==> src/rtl/regfile_wb_queue.sv <==
// In-order writeback queue feeding the register file's single write port, with read-side
// forwarding of queued values. Optional same-cycle bypass: define REGFILE_WBQ_BYPASS_EN.
module regfile_wb_queue #(
    parameter int DEPTH  = 4,
    parameter int DATA_W = 16,
    parameter int ADDR_W = 4
) (
    input  logic                     i_clk,
    input  logic                     i_rst,
    input  logic                     i_in_valid,
    output logic                     o_in_ready,
    input  logic [ADDR_W-1:0]        i_in_reg,
    input  logic [DATA_W-1:0]        i_in_data,
    input  logic                     i_wr_stall,
    output logic [ADDR_W-1:0]        o_DstReg,
    output logic [DATA_W-1:0]        o_DstData,
    output logic                     o_WriteReg,
    input  logic [ADDR_W-1:0]        i_SrcReg1,
    input  logic [ADDR_W-1:0]        i_SrcReg2,
    output logic                     o_fwd_hit1,
    output logic [DATA_W-1:0]        o_fwd_data1,
    output logic                     o_fwd_hit2,
    output logic [DATA_W-1:0]        o_fwd_data2,
    output logic [$clog2(DEPTH):0]   o_count
);

    localparam int PTR_W = $clog2(DEPTH);
    localparam int CNT_W = PTR_W + 1;

    logic [ADDR_W-1:0] r_reg  [DEPTH];
    logic [DATA_W-1:0] r_data [DEPTH];
    logic [PTR_W-1:0]  r_wr_ptr;
    logic [PTR_W-1:0]  r_rd_ptr;
    logic [CNT_W-1:0]  r_count;

    logic              w_empty;
    logic              w_q_write;
    logic              w_bypass;
    logic              w_push;
    logic              w_pop;
    logic [PTR_W-1:0]  w_age_idx [DEPTH];

    assign w_empty    = (r_count == '0);
    assign o_in_ready = (r_count != CNT_W'(DEPTH));
    assign w_q_write  = !w_empty && !i_wr_stall;

`ifdef REGFILE_WBQ_BYPASS_EN
    assign w_bypass = w_empty && !i_wr_stall && i_in_valid;
`else
    assign w_bypass = 1'b0;
`endif

    // A bypassed request goes straight to the write port and never occupies an entry.
    assign w_push     = i_in_valid && o_in_ready && !w_bypass;
    assign w_pop      = w_q_write;
    assign o_WriteReg = w_q_write || w_bypass;
    assign o_count    = r_count;

    always_comb begin
        o_DstReg  = '0;
        o_DstData = '0;
        if (w_bypass) begin
            o_DstReg  = i_in_reg;
            o_DstData = i_in_data;
        end else if (!w_empty) begin
            o_DstReg  = r_reg[r_rd_ptr];
            o_DstData = r_data[r_rd_ptr];
        end
    end

    // w_age_idx[k] is the k-th oldest slot; pointer arithmetic wraps since DEPTH is a power of two.
    for (genvar g = 0; g < DEPTH; g++) begin : g_age
        assign w_age_idx[g] = r_rd_ptr + PTR_W'(g);
    end

    always_comb begin
        o_fwd_hit1  = 1'b0;
        o_fwd_data1 = '0;
        o_fwd_hit2  = 1'b0;
        o_fwd_data2 = '0;
        // Walk oldest to youngest so the last match left standing is the youngest.
        for (int k = 0; k < DEPTH; k++) begin
            if (CNT_W'(k) < r_count) begin
                if (r_reg[w_age_idx[k]] == i_SrcReg1) begin
                    o_fwd_hit1  = 1'b1;
                    o_fwd_data1 = r_data[w_age_idx[k]];
                end
                if (r_reg[w_age_idx[k]] == i_SrcReg2) begin
                    o_fwd_hit2  = 1'b1;
                    o_fwd_data2 = r_data[w_age_idx[k]];
                end
            end
        end
        if (w_bypass && (i_in_reg == i_SrcReg1)) begin
            o_fwd_hit1  = 1'b1;
            o_fwd_data1 = i_in_data;
        end
        if (w_bypass && (i_in_reg == i_SrcReg2)) begin
            o_fwd_hit2  = 1'b1;
            o_fwd_data2 = i_in_data;
        end
    end

    always_ff @(posedge i_clk) begin
        if (w_push && !i_rst) begin
            r_reg[r_wr_ptr]  <= i_in_reg;
            r_data[r_wr_ptr] <= i_in_data;
        end
    end

    always_ff @(posedge i_clk) begin
        if (i_rst) begin
            r_wr_ptr <= '0;
            r_rd_ptr <= '0;
            r_count  <= '0;
        end else begin
            if (w_push) r_wr_ptr <= r_wr_ptr + 1'b1;
            if (w_pop)  r_rd_ptr <= r_rd_ptr + 1'b1;
            case ({w_push, w_pop})
                2'b10:   r_count <= r_count + 1'b1;
                2'b01:   r_count <= r_count - 1'b1;
                default: r_count <= r_count;
            endcase
        end
    end

endmodule

==> config.mk <==
export PLATFORM = sky130hd
export DESIGN_NAME = regfile_wb_queue
export DESIGN_NICKNAME = d
export VERILOG_FILES = /design/src/rtl/regfile_wb_queue.sv
export SDC_FILE = /design/constraint.sdc
export NUM_CORES = 1
export LEC_CHECK = 0
export ABC_AREA = 1
export CAP_MARGIN = 15
export CORE_MARGIN = 5
export CORE_UTILIZATION = 55
export DETAILED_ROUTE_END_ITERATION = 12
export PLACE_DENSITY = 0.79
export SYNTH_ARGS = -nofsm -noshare
export SYNTH_HDL_FRONTEND = slang
export SYNTH_SLANG_ARGS = --single-unit
==> constraint.sdc <==
create_clock -name i_clk -period 5 [get_ports i_clk]
set_input_delay 0.75 -clock i_clk [delete_from_list [all_inputs] [get_ports i_clk]]
set_output_delay 0.75 -clock i_clk [all_outputs]
set_load 0.01 [all_outputs]
==> results.cfg, run 1 <==
[power]
seq_power_share = 0.217
swShare = 0.506
p_int_mw = 2.08
power.density_nw_per_um2 = 482
combPwrFrac = 0.633
power_leakage_nw = 4.17
power_frac_clock = 0.150
peakVddDrop_mv = 0.309
p_sw_mw = 2.14

[die]
dieWidth_um = 127
die_y_um = 127
start_util = 0.566
core_area_um2 = 13400
std_cell_rows = 42
ios = 91
dieArea_um2 = 16200

[setup_path]
path_cells = inv_2, nand2_2, nand2_4, nand2_1, nand2_1, clkinv_1, nor2_1, nor2_4, nand3_2, o2111ai_1, clkdlybuf4s50_1
rr_worst_depth = 7
critPathKind = reg2out
critical_path.startpoint_type = flip-flop
worstPathArrival_ps = 3950
critPathMostFrequentCell = nand2_1
critical_path.slowest_cell = clkdlybuf4s50_1
critPathRequiredTime_ps = 4250
cp-startpoint = r_rd_ptr[0]$_SDFFE_PP0P_
crit_fanout = 43
timing.rr.start = o_count[0]$_SDFFE_PP0P_
cpPeakStageDelay_ps = 600
end_kind = output pin

[yosys]
synth_cells = 1175
synth_common_cells = nand2_1 (411), nand3_1 (179), inv_1 (177), edfxtp_1 (80), o21ai_0 (70)
synth-edff-count = 80
ys_seq_area_frac = 0.341
synth_cell_type_count = 37
syn_nets = 1216
yosys.area.top_type = edfxtp_1
yosys_warnings = 0
syn_area_um2 = 7580
synth_area_leaders = edfxtp_1 (32%), nand2_1 (20%), nand3_1 (12%), inv_1 (8.8%), o21ai_0 (4.6%)
ys.flop_type = edfxtp_1
synth_seq_cells = 89
synth-async-reset-ratio = 0
synth.avg_cell_area_um2 = 6.45
synth_top_area_frac = 0.317
yosysMostFrequentCell = nand2_1

[flow_run]
cap_violations = 0

[worst_hold_path]
holdCritStartpoint = r_wr_ptr[1]$_SDFFE_PP0P_
timing.hold.worst.class = reg2reg
worstHoldPathCells = 2

[place]
dpl.hpwl_um = 17100
port_buffers = 90
dpl_worst_slack_ps = 715
routabilityCongestion = 0.965

[cts]
numCtsBuffers = 9
cts_resized = 0
cts.clk_slew.worst_paths_ps = 60
clock_path_buffers = 2
cts_setup_buffers = 0
ctsHoldBuffers = 0
clock-sinks = 89
cts.htree.levels = 3
tritoncts = built
clock_latency_ps = 340
ctsRootBufferMaster = clkbuf_16

[global_route]
first_global_vias = 6812
grt_start_max_net_pins = 47
grtUsageTotal = 0.280
antenna_found_initial = 0
grt_pass1_wl_um = 36300
grt-ovfl-total = 0

[sta]
setup_tns_ps = 0
fin_crit_ps = 4700
slew_violations = 0
final-setup-viol-count = 0
skew_ps = 4.87
worst_pin_slew_ps = 763
layout_setup_ws_ps = 300
rsz0062_at_grt = no
max_slew_margin = 0.491
finalHoldViolCount = 0
fin_crit_sh = 0.940
fmax_ghz = 0.213
holdWs_ps = 559

[drt]
drt_iter0_drc = 1224
routedWlPerCell_um = 16.2
drc = 0
routed_wl_um = 22800
dr.pass1.iters = 6
ant_nets = 0
vias = 7899
vias_per_cell = 5.60

[finish]
num-fill-cells = 1204
nets = 1271
largest_register_ffs = 64
antennaDiodeCount = 0
synthToLayoutAreaGrowth_pct = 15.7
drive_gt1_frac = 0.0527

[status]
status = complete, no violations
## power groups by stage
stage	combinational, mW	sequential [mW]	clock (mW)
2_1_floorplan	1.73	0.917	0
3_3_place_gp	2.58	0.929	0
3_5_place_dp	2.59	0.931	0
4_1_cts	2.60	0.916	0.640
5_1_grt	2.91	0.924	0.671
6_report	2.67	0.916	0.633
## final timing paths
path                                            endpoint  slack, ps
worst max-delay path                          o_fwd_hit2        300
worst min-delay path            r_wr_ptr[1]$_SDFFE_PP0P_        560
worst max register to register    r_data[3][8]$_DFFE_PP_       2550
worst min register to register  r_wr_ptr[1]$_SDFFE_PP0P_        560
## routing by layer
layer / up-vias / wire [um] / global-route usage
met5: - / 0 / 0
met4: 0 / 262 / 0.0644
met3: 28 / 3120 / 0.0655
met2: 530 / 9190 / 0.388
met1: 3446 / 10200 / 0.439
li1: 3895 / - / -
## worst max-delay path, delay by kind of cell, from the launching register on
family	cells	cell delay [ps]
simple gates	7	1880
compound gates	1	260
flops	1	530
buf+inv	3	910
## placed cells by master (no fill, tap or decap), drive strengths merged
cell           synthesis  layout
nand2                421     421
inv                  184     184
nand3                181     181
clkdlybuf4s50          0      90
edfxtp                80      80
o21ai                 72      72
nor2                  68      68
o22ai                 30      30
a21oi                 25      25
a32oi                 16      16
buf                   34      12
ha                     9       9
clkbuf                24       9
dfxtp                  9       9
xor2                   8       8
clkinv                 2       6
and2                   2       2
o2111ai                2       2
a211oi                 2       2
o21bai                 2       2
a21boi                 1       1
a221oi                 1       1
or2                    1       1
o21a                   1       1
clkinvlp               0       1
bufinv                 0       1
## per-stage QoR
stage | instance area (um2) | util | instances | power [mW]
after global placement | 8480 | 0.633 | 1395 | 3.51
after floorplan | 7580 | - | 1175 | 2.64
after detailed placement | 8480 | 0.633 | 1395 | 3.52
final | 8770 | 0.654 | 1410 | 4.22
after global routing | 8770 | 0.654 | 1410 | 4.50
after CTS | 8770 | 0.654 | 1410 | 4.15
## logic make-up (layout without fill, tap and decap cells)
family | count (synthesis) | after routing | share of synthesized area
fa+ha+maj | 9 | 9 | 0.0149
flops | 89 | 89 | 0.341
compound gates | 152 | 152 | 0.121
simple gates | 673 | 673 | 0.381
xor+xnor | 8 | 8 | 0.00924
buf+inv | 244 | 303 | 0.133
## cell type report
class,instances,area (um2),area share
clock buffer,9,225,0.0257
clock inverter,6,60.1,0.00685
inverter,186,701,0.0799
multi-input combinational,842,3990,0.455
sequential,89,2580,0.295
tap,176,220,0.0251
timing repair buffer,102,991,0.113
Power figures use the tool's default switching activity.
==> run 2, diff against run 1 <==
- CORE_UTILIZATION: 55 -> 42
- PLACE_DENSITY: 0.79 -> not set
==> results.cfg, run 2 (synthesis results as in run 1) <==
[status]
status = complete, no violations

[worst_hold_path]
worstHoldPathCells = 2
timing.hold.worst.class = reg2reg
holdCritStartpoint = r_wr_ptr[1]$_SDFFE_PP0P_
min_to = r_wr_ptr[1]$_SDFFE_PP0P_

[cts]
tritoncts = built
clock_latency_ps = 330
numCtsBuffers = 9
cts.clk_slew.worst_paths_ps = 60
cts.htree.levels = 3
ctsRootBufferMaster = clkbuf_16
clock_path_buffers = 2
clock-sinks = 89
ctsHoldBuffers = 0

[finish]
regArea_um2 = 2580
largest_register_ffs = 64
drive_gt1_frac = 0.0620
fin_cells = 1470
antennaDiodeCount = 0
nets = 1277
layout_common_cells = nand2_1 (411), nand3_1 (179), inv_1 (177)
synthToLayoutAreaGrowth_pct = 17.5
num-fill-cells = 1800
layout_commonest_cell = nand2_1
multiInputGateArea_um2 = 4000

[global_route]
grt-ovfl-total = 0
grtUsageTotal = 0.232
antenna_found_initial = 0
first_global_vias = 6715
grt_start_max_net_pins = 47
grt_pass1_wl_um = 37700

[sta]
setup_tns_ps = 0
fin_crit_sh = 0.905
final-setup-viol-count = 0
rsz0062_at_grt = no
fmax_ghz = 0.221
slew_violations = 0
worst_pin_slew_ps = 783
max_slew_margin = 0.478
skew_ps = 3.79
fin_crit_ps = 4530
finalHoldViolCount = 0

[power]
power.density_nw_per_um2 = 487
peakVddDrop_mv = 0.294
power_leakage_nw = 4.21

[setup_path]
timing.rr.start = o_count[0]$_SDFFE_PP0P_
worstPathArrival_ps = 3780
critical_path.startpoint_type = flip-flop
critical_path.slowest_cell = dfxtp_2
critPathMostFrequentCell = nand2_1
end_kind = output pin
r2r_setup_slack_ps = 2670
critPathRequiredTime_ps = 4250
path_cells = inv_2, nand2_2, nand2_4, nand2_1, nand2_1, xor2_1, nor2_2, and2_1, nand3_1, nand2_1, clkdlybuf4s50_1
reg2reg_to = r_data[0][9]$_DFFE_PP_
critPathKind = reg2out
cpPeakStageDelay_ps = 590
rr_worst_depth = 7
crit_fanout = 43

[die]
start_util = 0.425
ios = 91
core_area_um2 = 17800
die_y_um = 144
dieWidth_um = 144
dieArea_um2 = 20800
std_cell_rows = 49

[drt]
drt_iter0_drc = 911
ant_nets = 0
vias = 7786
dr.pass1.iters = 6
routed_wl_um = 24600
routedWlPerCell_um = 16.7
vias_per_cell = 5.30
drc = 0

[place]
port_buffers = 90
dp_cells = 1454
routabilityCongestion = 0.973
dpl.hpwl_um = 18700

[flow_run]
cap_violations = 0
==> run 2: cell count changes in the layout (fill, tap and decap cells not counted), moves of 2 or more <==
cell | before | now
nor2_1 | 55 | 52
nor2_2 | 5 | 8
buf_4 | 12 | 18
clkinvlp_4 | 1 | 3
==> run 2: worst max path at each step <==
| stage | start | endpoint | slack [ps] | cells after the start |
|---|---|---|---|---|
| finish | r_rd_ptr[0]$_SDFFE_PP0P_ | o_fwd_data1[15] | 470 | 11 |
| detailed placement | r_rd_ptr[0]$_SDFFE_PP0P_ | o_fwd_data2[8] | 760 | 11 |
| global placement | r_rd_ptr[0]$_SDFFE_PP0P_ | o_fwd_data2[8] | 780 | 11 |
| global route | r_rd_ptr[0]$_SDFFE_PP0P_ | o_fwd_data1[11] | 180 | 11 |
| floorplan | o_count[0]$_SDFFE_PP0P_ | r_data[0][0]$_DFFE_PP_ | 2410 | 6 |
| CTS | r_rd_ptr[0]$_SDFFE_PP0P_ | o_fwd_data2[8] | 390 | 11 |
==> run 2: final cells by class <==
type                    count  share of cell area
clock inverters             6             0.00744
well taps                 229              0.0322
flip-flops and latches     89               0.290
multi-input cells         842               0.449
repair buffers            108               0.116
clock buffers              10              0.0268
inverters                 186              0.0786
==> run 2: timing repair <==
action,in CTS,in global routing
setup endpoints to repair,0,1
gates resized for setup,0,1
buffers inserted,0,0
==> run 2: power by group <==
part | switching (mW) | leakage (nW) | total [mW] | internal [mW]
Combinational | 1.88 | 3.27 | 2.74 | 0.868
Clock | 0.272 | 0.141 | 0.674 | 0.401
Sequential | 0.0569 | 0.801 | 0.921 | 0.864
Total | 2.21 | 4.21 | 4.34 | 2.13
==> run 2: routing by layer <==
| layer | track usage | vias up | share of wire |
|---|---|---|---|
| met2 | 0.322 | 370 | 0.41 |
| met4 | 0.0407 | 0 | 0.0099 |
| met1 | 0.370 | 3491 | 0.48 |
| li1 | - | 3910 | - |
| met5 | 0 | - | 0 |
| met3 | 0.0499 | 15 | 0.10 |
==> run 2: through the flow <==
| step | hold slack, ps | instance area (um2) | util | worst slack, ps | power [mW] |
|---|---|---|---|---|---|
| finish | 557 | 8910 | 0.499 | 474 | 4.34 |
| global route | 603 | 8910 | 0.499 | 176 | 4.62 |
| CTS | 562 | 8910 | 0.499 | 391 | 4.29 |
| detailed placement | 549 | 8600 | 0.482 | 760 | 3.62 |
| global placement | 549 | 8600 | 0.482 | 775 | 3.62 |
| floorplan | 498 | 7580 | - | 2410 | 2.64 |
==> run 2: worst max-delay path: cells and delay by family, from the launching register on <==
kind	cells	cell delay [ps]
flops	1	590
simple gates	8	1850
buf+inv	2	800
xor+xnor	1	170
==> run 3, diff against run 2 <==
--- a/config.mk
+++ b/config.mk
@@ -11,2 +11,3 @@
 export CORE_UTILIZATION = 42
+export CTS_CLUSTER_DIAMETER = 150
 export DETAILED_ROUTE_END_ITERATION = 12
--- a/constraint.sdc
+++ b/constraint.sdc
@@ -3,2 +3,2 @@
 set_output_delay 0.75 -clock i_clk [all_outputs]
-set_load 0.01 [all_outputs]
+set_load 0.02 [all_outputs]
==> results.cfg, run 3 (synthesis results as in run 1) <==
[status]
status = complete, no violations

[worst_hold_path]
worstHoldPathCells = 2
holdCritStartpoint = r_wr_ptr[1]$_SDFFE_PP0P_
timing.hold.worst.class = reg2reg
min_to = r_wr_ptr[1]$_SDFFE_PP0P_

[drt]
routedWlPerCell_um = 16.8
dr.pass1.iters = 8
vias = 7814
drt_iter0_drc = 1166
drc = 0
ant_nets = 0
vias_per_cell = 5.32
routed_wl_um = 24700

[sta]
rsz0062_at_grt = no
finalHoldViolCount = 0
worst_pin_slew_ps = 801
fmax_ghz = 0.215
final-setup-viol-count = 0
skew_ps = 4.18
setup_tns_ps = 0
fin_crit_sh = 0.929
slew_violations = 0
fin_crit_ps = 4650
max_slew_margin = 0.466

[cts]
ctsRootBufferMaster = clkbuf_16
cts_setup_buffers = 0
cts.clk_slew.worst_paths_ps = 60
numCtsBuffers = 9
tritoncts = built
clock_latency_ps = 340
ctsHoldBuffers = 0
cts_resized = 0
clock-sinks = 89
clock_path_buffers = 2
cts.htree.levels = 3

[die]
dieWidth_um = 144
die_y_um = 144
ios = 91
std_cell_rows = 49
core_area_um2 = 17800
start_util = 0.425
dieArea_um2 = 20800

[setup_path]
critical_path.startpoint_type = flip-flop
end_kind = output pin
worstPathArrival_ps = 3900
crit_family = simple AND/OR/NAND/NOR gates
critPathKind = reg2out
cpPeakStageDelay_ps = 680
path_buf_inv = 2
critPathRequiredTime_ps = 4250
timing.rr.start = o_count[0]$_SDFFE_PP0P_
crit_fanout = 43
r2r_setup_slack_ps = 2600
rr_worst_depth = 7
reg2reg_to = r_data[3][10]$_DFFE_PP_
path_cells = inv_2, nand2_2, nand2_4, nand3_1, nand3_1, nand2_1, nor2_4, nand2_2, o2111ai_1, clkdlybuf4s50_1
critical_path.slowest_cell = clkdlybuf4s50_1

[global_route]
grtUsageTotal = 0.235
grt_util_met3 = 0.0651
grt_start_max_net_pins = 68
first_global_vias = 6714
grt-ovfl-total = 0
grt_pass1_wl_um = 38100
busiest_layer = met1
antenna_found_initial = 0
use_met1 = 0.373
gr-usage-met2 = 0.310

[place]
dp_cells = 1454
routabilityCongestion = 0.950
dpl_cell_area_um2 = 8600
dpl.hpwl_um = 18600
port_buffers = 90

[finish]
antennaDiodeCount = 0
fin_cells = 1470
layout_common_cells = nand2_1 (411), nand3_1 (179), inv_1 (177)
final_area_um2 = 8930
synthToLayoutAreaGrowth_pct = 17.8
drive_gt1_frac = 0.0604
nets = 1277
layout_commonest_cell = nand2_1
largest_register_ffs = 64

[power]
seq_power_share = 0.202
power.density_nw_per_um2 = 506
p_int_mw = 2.18
swShare = 0.517
p_sw_mw = 2.33
power_frac_clock = 0.159
combPwrFrac = 0.639
peakVddDrop_mv = 0.317
power_leakage_nw = 4.22

[flow_run]
cap_violations = 0
==> run 3: cell count changes in the layout (fill, tap and decap cells not counted), sizes merged <==
cell	change
clkinvlp	-1
clkbuf	+1
bufinv	+1
inv	-1
==> run 3: through the flow <==
stage	total power, mW	setup WS (ps)	hold slack (ps)	utilization
2_1_floorplan	2.78	2220	498	-
5_1_grt	4.82	129	613	0.500
6_report	4.52	353	556	0.500
3_5_place_dp	3.75	767	550	0.482
4_1_cts	4.47	391	563	0.500
3_3_place_gp	3.75	756	550	0.482
==> run 3: tightest hold or removal path, delay by kind of cell, from the launching register on <==
kind,cells,cell delay [ps]
compound gates,1,80
buf+inv,1,100
flops,1,330
==> run 3: cell type report <==
type                       instances  area (um2)
clock buffer                      11         243
clock inverter                     5        80.1
timing repair buffer             108        1040
multi-input combinational        842        4000
fill                            1801        8910
inverter                         186         701
tap                              229         287
sequential                        89        2580
==> run 3: per-layer routing <==
layer / vias up / wire length [um] / part of all wire
met4: 0 / 393 / 0.016
met1: 3439 / 11500 / 0.46
met2: 445 / 9810 / 0.40
met3: 24 / 3050 / 0.12
met5: - / 0 / 0
li1: 3906 / - / -
==> run 3: power by group through the flow <==
stage,logic (mW),clock network [mW],registers (mW)
2_1_floorplan,1.85,0,0.923
3_3_place_gp,2.83,0,0.925
3_5_place_dp,2.82,0,0.926
4_1_cts,2.83,0.732,0.910
5_1_grt,3.14,0.761,0.916
6_report,2.89,0.719,0.910
==> run 3: worst max path at each step <==
stage	cells after the start	end	startpoint
finish	10	o_fwd_hit2	r_rd_ptr[0]$_SDFFE_PP0P_
global route	10	o_fwd_hit2	r_rd_ptr[0]$_SDFFE_PP0P_
CTS	10	o_fwd_hit2	r_rd_ptr[0]$_SDFFE_PP0P_
detailed placement	10	o_fwd_hit2	r_rd_ptr[0]$_SDFFE_PP0P_
global placement	10	o_fwd_hit2	r_rd_ptr[0]$_SDFFE_PP0P_
floorplan	6	r_data[0][0]$_DFFE_PP_	o_count[0]$_SDFFE_PP0P_
